**src/rtl/enc_master_qp_rc.sv**
```systemverilog
// enc_master_qp_rc
// Encoder rate control. Produces the per-block masterQp from the bits
// spent by each coded block and from the rate buffer fullness.
//
// Ports:
//   clk, rst_n                  clock, asynchronous active-low reset
//   bits_per_component_coded    0:8 bpc, 1:10 bpc, 2:12 bpc, 3: same as 0
//   target_bits                 target bits per block (static within a slice)
//   buffer_fullness             rate buffer level, sampled at block acceptance
//   buffer_panic_thr            panic level for the rate buffer
//   slice_start                 one-cycle pulse, reloads the initial QP
//   block_bits / _valid / _ready  bits spent by the last block (valid/ready)
//   masterQp / _valid / _ready    resulting QP offered downstream (valid/ready)
module enc_master_qp_rc #(
  parameter int unsigned INIT_QP = 36,
  parameter int unsigned THR1    = 16,
  parameter int unsigned THR2    = 64
) (
  input  logic        clk,
  input  logic        rst_n,
  input  logic [1:0]  bits_per_component_coded,
  input  logic [11:0] target_bits,
  input  logic [15:0] buffer_fullness,
  input  logic [15:0] buffer_panic_thr,
  input  logic        slice_start,
  input  logic [11:0] block_bits,
  input  logic        block_bits_valid,
  output logic        block_bits_ready,
  output logic [6:0]  masterQp,
  output logic        masterQp_valid,
  input  logic        masterQp_ready
);

  typedef enum logic [1:0] {
    IDLE = 2'd0,
    CALC = 2'd1,
    OUT  = 2'd2
  } state_t;

  localparam int THR1_I = THR1;
  localparam int THR2_I = THR2;
  localparam logic signed [12:0] THR1_P = 13'(THR1_I);
  localparam logic signed [12:0] THR2_P = 13'(THR2_I);
  localparam logic signed [12:0] THR1_N = 13'(-THR1_I);
  localparam logic signed [12:0] THR2_N = 13'(-THR2_I);
  localparam logic signed [8:0]  INIT_QP_S = 9'(INIT_QP);
  localparam logic [6:0]         INIT_QP_R = 7'(INIT_QP);

  state_t             state_r;
  logic               started_r;
  logic [6:0]         qp_r;
  logic               valid_r;
  logic signed [12:0] diff_r;
  logic               panic_r;

  logic [6:0]         min_qp_s;
  logic signed [4:0]  delta_base_s;
  logic signed [4:0]  delta_s;
  logic signed [8:0]  new_qp_s;

  // Limit a signed QP candidate to [min_qp, 72].
  function automatic logic [6:0] clamp_qp(input logic signed [8:0] x,
                                          input logic [6:0] min_qp);
    logic [6:0] r;
    if (x < $signed({2'b00, min_qp})) begin
      r = min_qp;
    end else if (x > 9'sd72) begin
      r = 7'd72;
    end else begin
      r = x[6:0];
    end
    return r;
  endfunction

  // Lowest legal QP for the coded bit depth (code 3 behaves like 8 bpc).
  always_comb begin
    case (bits_per_component_coded)
      2'd1, 2'd2: min_qp_s = 7'd0;
      default:    min_qp_s = 7'd16;
    endcase
  end

  // QP step from the registered bit error; first matching band wins, panic adds 4.
  always_comb begin
    if (diff_r > THR2_P) begin
      delta_base_s = 5'sd3;
    end else if (diff_r > THR1_P) begin
      delta_base_s = 5'sd1;
    end else if (diff_r < THR2_N) begin
      delta_base_s = -5'sd3;
    end else if (diff_r < THR1_N) begin
      delta_base_s = -5'sd1;
    end else begin
      delta_base_s = 5'sd0;
    end
    if (panic_r) begin
      delta_s = delta_base_s + 5'sd4;
    end else begin
      delta_s = delta_base_s;
    end
    new_qp_s = $signed({2'b00, qp_r}) + $signed({{4{delta_s[4]}}, delta_s});
  end

  // Control FSM and QP register; slice_start overrides any state and drops an in-flight block.
  always_ff @(posedge clk or negedge rst_n) begin
    if (!rst_n) begin
      state_r   <= IDLE;
      started_r <= 1'b0;
      qp_r      <= INIT_QP_R;
      valid_r   <= 1'b0;
      diff_r    <= 13'sd0;
      panic_r   <= 1'b0;
    end else if (slice_start) begin
      started_r <= 1'b1;
      qp_r      <= clamp_qp(INIT_QP_S, min_qp_s);
      state_r   <= OUT;
      valid_r   <= 1'b1;
    end else begin
      case (state_r)
        IDLE: begin
          if (block_bits_valid && block_bits_ready) begin
            diff_r  <= $signed({1'b0, block_bits} - {1'b0, target_bits});
            panic_r <= (buffer_fullness >= buffer_panic_thr);
            state_r <= CALC;
          end
        end
        CALC: begin
          qp_r    <= clamp_qp(new_qp_s, min_qp_s);
          state_r <= OUT;
          valid_r <= 1'b1;
        end
        OUT: begin
          if (masterQp_ready) begin
            state_r <= IDLE;
            valid_r <= 1'b0;
          end
        end
        default: begin
          state_r <= IDLE;
          valid_r <= 1'b0;
        end
      endcase
    end
  end

  assign masterQp         = qp_r;
  assign masterQp_valid   = valid_r;
  assign block_bits_ready = (state_r == IDLE) && started_r;

endmodule

```
**config.mk**
```make
export PLATFORM = sky130hd
export DESIGN_NAME = enc_master_qp_rc
export DESIGN_NICKNAME = d
export VERILOG_FILES = /design/src/rtl/enc_master_qp_rc.sv
export SDC_FILE = /design/constraint.sdc
export NUM_CORES = 1
export LEC_CHECK = 0
export ABC_CLOCK_PERIOD_IN_PS = 7020
export BUFFER_PORTS_ARGS = -buffer_cell sky130_fd_sc_hd__buf_2
export CORE_MARGIN = 10
export CORE_UTILIZATION = 50
export CTS_CLUSTER_DIAMETER = 80
export DETAILED_ROUTE_END_ITERATION = 8
export PLACE_DENSITY = 0.74
export SLEW_MARGIN = 20
export SYNTH_ARGS = -nofsm -noshare
export SYNTH_HDL_FRONTEND = slang
export SYNTH_SLANG_ARGS = --single-unit
export TNS_END_PERCENT = 5
```
**constraint.sdc**
```tcl
create_clock -name clk -period 7.02 [get_ports clk]
set_clock_uncertainty 0.2 [all_clocks]
set_input_delay 0.351 -clock clk [delete_from_list [all_inputs] [get_ports clk]]
set_output_delay 0.351 -clock clk [all_outputs]
set_load 0.02 [all_outputs]
```
==> metrics.md <==
| Metric | Value |
|---|---|
| Grt peak-use layer | met2 |
| Post-detail-place hpwl | 5090 um |
| Area grow syn2layout | 16.8% |
| Synth top area share | 21.7% |
| Fin nets | 485 |
| Total CTS buffers | 3 |
| Global-route wire length before repair | 10,600 um |
| Post-synthesis sequential area ratio | 23.7% |
| Post-Syn Area | 2650 um^2 |
| Synth cell count leaders | inv_1 (44), ha_1 (33), nand2_1 (26) |
| Count of state elements after synthesis | 25 |
| CTS sink count | 25 |
| Initial core utilization | 51.6% |
| Number of remaining DRC errors | 0 |
| WL final | 6130 um |
| Hold Path Class | input pin to flip-flop |
| Setup violations, final | 0 |
| Row Count | 26 |
| Period minus WS final | 3.82 ns |
| Wire per inst | 13.4 um |
| IO buf count | 71 |
| Met2 Track Usage GR | 23.7% |
| Status | finished clean |
| Power per cell area | 173 nW/um^2 |
| Netlist cell types | 67 |
| Largest net degree at the start of global routing | 33 |
| Number of gates resized after CTS | 0 |
| Crit. End Element | flip-flop |
| Adder-Cell Fraction of Synth Area | 17.1% |
| CP Max Fanout | 6 |
| R2R depth | 11 |
| DRT iter0 DRCs | 86 |
| Core footprint | 5140 um^2 |
| HP Start | masterQp_ready |
| M3 GR Usage | 2.99% |
| Total GRT Usage | 14.2% |
| Post-route cell area | 3100 um^2 |
| Max-slew violations | 0 |
| Placer Congestion | 0.937 |
| Max VDD drop | 104 uV |
| CTS Root Buffer Type | clkbuf_8 |
| Top-count cell post-synth | inv_1 |
| Post-synth top flop | dfrtp_1 |
| Required time worst endpoint | 6.99 ns |
| GR Overflow Total | 0 |
| Antenna violations before repair | 0 |
| R2r startpoint | diff_r[0] |
| CTS tree | built |
| Avg Cell Area, Syn | 8.32 um^2 |
| Critical path startpoint category | flip-flop |
| Max cap viols | 0 |
| XOR/XNOR Fraction of Synth Area | 2.64% |
| Dominant cell type by area after synthesis | dfrtp_1 |
| Hold path depth | 4 |
| Period Utilization, post-route | 54.4% |
| Remaining antenna violation count | 0 |
| Synth Area in Compound Gates | 27.0% |
| CP Class | flip-flop to flip-flop |
| Die Wd | 92.9 um |
| Met1 Use GR | 18.0% |
| Longest Clk Path Bufs | 2 |
| Synthesized instance count | 319 |
| Main combinational cell family by area after synthesis | compound AO/OA/AOI/OAI gates |
| DR vias | 2,478 |
| Synth Area in Simple Gates | 20.7% |
| Final hold violation count | 0 |
| Die height | 92.9 um |
| Static Leak | 0.00157 uW |
| Setup tns final | 0 ns |
| Arrival time at the worst endpoint | 3.78 ns |
| Die Area | 8620 um^2 |
| I/O pins | 72 |
| Vias per cell | 5.43 |
| Antenna cells | 0 |
| Worst slew pin tran | 0.985 ns |
| Max-slew headroom | 34.1% |
| Clock Latency Late Sink | 0.27 ns |
| Net Count, Synth | 417 |
| H-tree depth | 1 |
| Number of global-route vias before repair | 2,425 |
| Syn. warnings | 0 |
| RSZ-0062 raised after global routing | false |
| Mux share of post-synthesis cell area | 0.754% |
| Async set-reset flop share out of synthesis | 100% |
| Hold Crit Endpoint | state_r[1] |
| Setup ws final | 3.20 ns |
| Crit Reg-Reg Endpoint | masterQp[1] |
| Clock-pin slew on the worst setup and hold paths | 0.09 ns |
| Reg2reg setup slack | 3.20 ns |
| DP Area | 3040 um^2 |
| Share of cells above drive strength 1 | 23.8% |
| Synth top area cells | dfrtp_1 (22%), ha_1 (16%), inv_1 (6.2%) |
| Setup Slack @ Placement | 3.23 ns |
| EDFF count, synth | 0 |
| Initial DRT Pass Iterations | 5 |
| Max Fclk | 262 MHz |
-- through the flow --
step                instances  util, %  hold WS, ns  total power [uW]
floorplan                 319        -       -0.145               389
global placement          451     59.2        0.168               445
detailed placement        451     59.2        0.174               451
CTS                       456     60.3        0.135               537
global route              456     60.3        0.146               583
finish                    456     60.3        0.136               536
-- worst max-delay path by stage --
stage / startpoint / endpoint / slack [ns] / cells past startpoint
detailed placement: diff_r[0] / masterQp[0] / 3.23 / 11
floorplan: diff_r[0] / masterQp[0] / 3.58 / 11
global route: diff_r[0] / masterQp[1] / 2.99 / 11
global placement: diff_r[0] / masterQp[0] / 3.34 / 11
CTS: diff_r[0] / masterQp[1] / 3.20 / 11
finish: diff_r[0] / masterQp[1] / 3.20 / 11
-- cell type report --
| type | count | area [um^2] |
|---|---|---|
| fill | 512 | 2040 |
| multi-input combinational | 241 | 1810 |
| sequential | 25 | 628 |
| timing repair buffer | 72 | 365 |
| inverter | 44 | 165 |
| tap | 70 | 87.6 |
| clock buffer | 3 | 41.3 |
| clock inverter | 1 | 5.00 |
-- power by group --
group	switching, uW	internal (uW)	leakage (uW)
Sequential	21.2	170	0.000307
Combinational	150	110	0.00124
Clock	46.1	39.7	0.0000255
-- logic make-up after synthesis --
logic type | count (synthesis)
xor gates and xnor gates | 8
DFF | 25
muxes | 2
adders and majority gates | 35
and+or+nand+nor | 102
AOI/OAI and AO/OA | 94
buffers and inverters | 53
-- routing by layer --
layer | share of wire (%) | vias up
met3 | 5.6 | 2
met5 | 0 | -
met4 | 0.90 | 0
met1 | 47 | 1119
li1 | - | 1298
met2 | 46 | 59
-- flip-flops by register name (all words and copies together) (netlist names) --
name / flops
started_r: 1
masterQp_valid: 1
panic_r: 1
diff_r: 13
state_r: 2
masterQp: 7
-- cells in the final DEF, fill, tap and decap left out, drive strengths merged, types with 7 or more instances in the layout --
cell     n
o21ai   19
dfrtp   23
nor2    14
inv     44
o31ai   10
nand4    7
a21oi   16
nor2b    8
nand2   27
a211oi   7
nor3    11
buf     71
ha      33
-- what timing repair did --
item | in CTS | in global routing
setup buffers | 0 | 0
hold buffers | 1 | 0
endpoints found under the hold margin | 23 | 0
-- worst max-delay path: stages (launching register included) --
cell,delay [ns]
dfrtp_1,0.39
or4_1,0.57
a211oi_1,0.28
a22oi_1,0.13
ha_1,0.24
fa_1,0.42
a21oi_1,0.40
mux2i_1,0.24
o211ai_1,0.16
a21oi_1,0.19
nand4_1,0.20
a41o_1,0.30
Power figures use the tool's default switching activity.
